**config.mk**
```make
export PLATFORM = sky130hd
export DESIGN_NAME = mod
export DESIGN_NICKNAME = d
export VERILOG_FILES = /design/src/rtl/mod.sv
export SDC_FILE = /design/constraint.sdc
export NUM_CORES = 1
export LEC_CHECK = 0
export ABC_CLOCK_PERIOD_IN_PS = 3000
export CAP_MARGIN = 20
export CORE_UTILIZATION = 54
export DETAILED_ROUTE_END_ITERATION = 8
export PLACE_DENSITY_LB_ADDON = 0.2
export SYNTH_ARGS = -nofsm -noshare
export SYNTH_HDL_FRONTEND = slang
export SYNTH_SLANG_ARGS = --single-unit
```
**constraint.sdc**
```tcl
create_clock -name clk -period 3 [get_ports clk]
set_input_delay 0.6 -clock clk [delete_from_list [all_inputs] [get_ports clk]]
set_output_delay 0.6 -clock clk [all_outputs]
set_load 0.03 [all_outputs]
```
**src/rtl/mod.sv**
```systemverilog
// Start/stop tick generator: emits a one-cycle tick every DIV cycles while running,
// with a toggling square wave and a saturating tick counter.
module mod #(
  parameter int unsigned DIV = 42
) (
  input  logic        clk,
  input  logic        rst,
  input  logic        start,
  input  logic        stop,
  output logic        tick,
  output logic        wave,
  output logic        busy,
  output logic [7:0]  cnt_q,
  output logic [15:0] tick_cnt
);

  // state | meaning
  // IDLE  | halted; phase counter at 0, wave and tick_cnt held
  // RUN   | counting phase, ticking every DIV cycles
  typedef enum logic {IDLE = 1'b0, RUN = 1'b1} state_t;

  localparam logic [7:0] LAST = 8'(DIV - 1);

  state_t      state, state_n;
  logic [7:0]  cnt_n;
  logic        tick_n;
  logic        wave_n;
  logic [15:0] tick_cnt_n;

  always_ff @(posedge clk or posedge rst) begin
    if (rst) begin
      state    <= IDLE;
      cnt_q    <= 8'd0;
      tick     <= 1'b0;
      wave     <= 1'b0;
      tick_cnt <= 16'd0;
    end else begin
      state    <= state_n;
      cnt_q    <= cnt_n;
      tick     <= tick_n;
      wave     <= wave_n;
      tick_cnt <= tick_cnt_n;
    end
  end

  always_comb begin
    state_n    = state;
    cnt_n      = cnt_q;
    tick_n     = 1'b0;
    wave_n     = wave;
    tick_cnt_n = tick_cnt;
    case (state)
      IDLE: begin
        if (start && !stop) begin
          state_n = RUN;
          cnt_n   = 8'd0;
        end
      end
      RUN: begin
        // stop outranks the terminal count, so a stop on the last phase swallows the tick
        if (stop) begin
          state_n = IDLE;
          cnt_n   = 8'd0;
        end else if (cnt_q == LAST) begin
          cnt_n  = 8'd0;
          tick_n = 1'b1;
          wave_n = ~wave;
          if (tick_cnt != 16'hFFFF) tick_cnt_n = tick_cnt + 16'd1;
        end else begin
          cnt_n = cnt_q + 8'd1;
        end
      end
      default: state_n = IDLE;
    endcase
  end

  assign busy = (state == RUN);

endmodule

```
-- Word-level counts from Yosys, hierarchy flattened
Index checks and enable logic that the tools add are counted.
- add/subtract/negate cells: 2
- mux-type cells: 10
- reductions and logical operators: 4
- equality and inequality tests: 3
- bitwise operators: 3
- operator list (cell ; count):
    8-bit two-way mux ; 3
    16-bit by 1-bit adder with 16-bit output, second input constant ; 1
    16-bit inequality test, second input constant ; 1
    8-bit case mux with 2 select lines ; 1
    8-bit by 1-bit adder with 8-bit output, second input constant ; 1
    8-bit by 6-bit == test with 1-bit output, second input constant ; 1
    1-bit two-way mux ; 5
    4-bit AND reduction ; 1
    1-bit NOT ; 3
    3-bit AND reduction ; 1
    2-bit inequality test, second input constant ; 1
    1-bit case mux with 2 select lines ; 1
    1-bit logical AND ; 1
    1-bit logical NOT ; 1
- bits in registers: 27
- word-level logic and storage cells: 27
- output and inout bits: 27
- input port bits: 4

-- Longest topological paths before layout
- word-level depth: 4
- gate-level depth with buffers: 7

-- Worst setup path after synthesis
No wires, ideal clock.
- path kind: reg-to-reg
- start: register tick_cnt[0]
- end: register tick_cnt[9]
- library setup time: 139 ps
- stages on the path, launching flop included: 7
- path slack: 1077 ps
- path buffers: 1
- data arrival time: 1784 ps
- path through: dfrtp_1 > ha_1 > nand4_1 > nor4_4 > buf_6 > nor3_1 > xor2_1
- longest elaborated chain between the ends: 2
- elaborated cells on any way between the ends: 3
- those cells by class: add/sub: 1; eq/ne: 1; reduce/logical: 1
- ends and longest elaborated chain (what ; line ; text):
    start: declaration ; 14 ; output logic [15:0] tick_cnt
    start signal: assignment ; 42 ; tick_cnt <= tick_cnt_n;
    parallel branches: the longest is 2 deep, another holds 16-bit by 1-bit adder with 16-bit output ; n/a ;
Parallel ways; which one is timed is not known.
A chain may end at the register's enable or synchronous reset.

-- Worst setup path in the final report
- start: register state (netlist: busy)
- end: output port busy
- RTL lines (what ; line ; text):
    start: declaration ; 24 ; state_t state, state_n;
    start signal: assignment ; 38 ; state <= state_n;
    end: declaration ; 12 ; output logic busy,
No word-level cell between the ends.

==> flow_metrics.py <==
metrics = {
    "die": {
        "num_rows": 18,
        "die_h_um": 53.71,
        "dieWidth_um": 53.71,
        "initial_core_util": 0.5776,
        "num_io_pins": 31,
        "coreArea_um2": 2500,
        "fp.dieArea_um2": 2885,
    },
    "setup_path": {
        "reg2reg_from": "tick_cnt[0]",
        "cp-start-kind": "flop",
        "critPathLaunch": "busy",
        "crit_cells": 1,
        "crit_end": "busy",
        "r2r_cells": 6,
        "slowest_delay_ps": 730,
        "crit_path_cell_trace": "clkdlybuf4s50_1",
        "critPathTopFamily": "buffers and inverters",
        "end_kind": "output pin",
        "r2r_end": "tick_cnt[11]",
        "cp.arrival_ps": 1620,
        "critPathSlowestCell": "clkdlybuf4s50_1",
        "ff2ff_setup_slack_ps": 940,
        "cp.required_ps": 2400,
        "path_max_fanout": 11,
        "criticalPathCategory": "reg2out",
        "crit_buf_inv": 1,
    },
    "route": {
        "vias_per_cell": 5.681,
        "drc": 0,
        "antenna_left": 0,
        "initialDrtViolationCount": 14,
        "wl_per_cell_um": 14.39,
        "wirelength_mm": 2.749,
        "firstDrtPassIters": 4,
        "via_count": 1085,
    },
    "clock_network": {
        "htree_levels": 1,
        "postCtsSetupBuffers": 0,
        "cts_resized": 0,
        "ctsHoldBuffers": 0,
        "cts_tree": "done",
        "clock_latency_ps": 330,
        "clkSinkCount": 27,
        "cts_made_buffers": 3,
        "clockRootBuffer": "clkbuf_4",
        "clk_pin_slew_worst_paths_ps": 160,
        "clk_path_buf_depth": 2,
    },
    "global_routing": {
        "grt_busiest_layer": "met2",
        "grt_pass1_wl_mm": 4.478,
        "met1_usage": 0.2934,
        "grt_max_degree": 28,
        "grt_util_met2": 0.3601,
        "grt_pass1_vias": 994,
        "grt_usage": 0.2149,
        "grt_antenna_before_repair": 0,
        "grt-ovfl-total": 0,
        "grt_util_met3": 0.02542,
    },
    "logic_synthesis": {
        "yosysTopAreaCell": "dfrtp_1",
        "synth_top_area_share": 0.4679,
        "ys_seq_area_frac": 0.4679,
        "synthDistinctLibCells": 35,
        "synthArstFlopShare": 1.000,
        "synth_ff_type": "dfrtp_1",
        "synth_area_um2": 1444,
        "syn_nets": 135,
        "synth_most_common_cell": "dfrtp_1",
        "syn_avg_cell_area_um2": 11.28,
        "yosys-top-cells-count": "dfrtp_1, xor2_1, nor2_1",
        "yosys_register_bits": 27,
        "synth_area_leaders": "dfrtp_1, xor2_1, nor4_4",
        "yosys_warnings": 0,
        "synth_edf_count": 0,
        "synthCells": 128,
    },
    "placement": {
        "gp_congestion": 0.8520,
        "post-dp-hpwl_mm": 2.019,
        "portBuffers": 30,
    },
    "timing": {
        "period_minus_slack_ps": 2218,
        "hold_violations": 0,
        "fmax_mhz": 450.9,
        "relSlewSlack": 0.6923,
        "rsz0062_at_grt": "no",
        "tightest_slew_ps": 458.1,
        "final.period_utilization": 0.7393,
        "finalSetupTns_ps": 0,
        "finalSetupViolCount": 0,
        "finalMaxSlewViolations": 0,
        "fin_skew_ps": 11.11,
    },
    "final_layout": {
        "nets": 169,
        "drive_above_1_share": 0.1118,
        "final_util": 0.7162,
        "antenna_cells": 0,
        "syn2layout_area_growth_pct": 24.00,
    },
    "job": {
        "max_cap_viol_count": 0,
    },
    "power": {
        "p_leak_nw": 0.8221,
        "p_per_area_nw_per_um2": 325.6,
        "peakVddDrop_uv": 324.5,
    },
    "status": {
        "status": "completed",
    },
    "hold_path": {
        "hold_path.class": "reg2reg",
    },
}
[where the power goes]
part           internal, W  switching (W)  total (W)
Combinational    0.0000173      0.0000284  0.0000457
Sequential        0.000368     0.00000774   0.000376
Clock            0.0000500       0.000111   0.000161
Total             0.000436       0.000147   0.000583
[stage by stage]
stage	instances	power [W]	setup slack, ps	cell area [um2]	hold WS, ps
final	191	0.0005829	782.1	1790	492.4
after global routing	191	0.0006014	708.4	1790	509.6
after CTS	191	0.0005860	783.8	1790	492.7
after detailed placement	187	0.0004291	785.2	1763	465.5
after global placement	187	0.0004277	806.8	1763	465.6
after floorplan	128	0.0004100	1077	1444	652.7
[logic make-up after synthesis]
kind of cell | count (synthesis) | synth area share
DFF | 27 | 0.4679
muxes | 3 | 0.02253
adders and majority gates | 3 | 0.02600
AOI/OAI and AO/OA | 9 | 0.04159
buffers and inverters | 7 | 0.03379
xor gates and xnor gates | 20 | 0.1213
and+or+nand+nor | 59 | 0.2869
[layout make-up]
class | count | area [um2]
Clock buffer | 3 | 22.52
Clock inverter | 1 | 5.005
Fill cell | 189 | 709.4
Inverter | 4 | 15.01
Multi-Input combinational cell | 94 | 719.4
Sequential cell | 27 | 675.6
Tap cell | 30 | 37.54
Timing Repair Buffer | 32 | 315.3
[cell usage in the layout, fill, tap and decap left out, types with 3 or more instances in the layout]
cell             count
clkbuf_4             3
clkdlybuf4s50_1     30
dfrtp_1             27
ha_1                 3
inv_1                4
nand2_1              8
nand3_1              4
nand4_1              6
nor2_1              10
nor3_1               8
nor4_4               3
o211ai_1             3
o21ai_0              3
xor2_1              19
[worst min-delay path by stage]
stage               start  slack, ps   end  cells after the start
finish               wave        490  wave                      1
detailed placement   wave        470  wave                      1
floorplan             rst        650  busy                      1
CTS                  wave        490  wave                      1
global route         wave        510  wave                      1
global placement     wave        470  wave                      1
[metal layers]
| layer | routed length (um) | up-vias |
|---|---|---|
| li1 | - | 519 |
| met1 | 1310 | 541 |
| met2 | 1326 | 23 |
| met3 | 96 | 2 |
| met4 | 16 | 0 |
| met5 | 0 | - |
[flip-flops by register name, indices dropped and copies added (netlist names)]
signal / count
tick_cnt: 16
cnt_q: 8
busy: 1
tick: 1
wave: 1
Power figures use the tool's default switching activity.
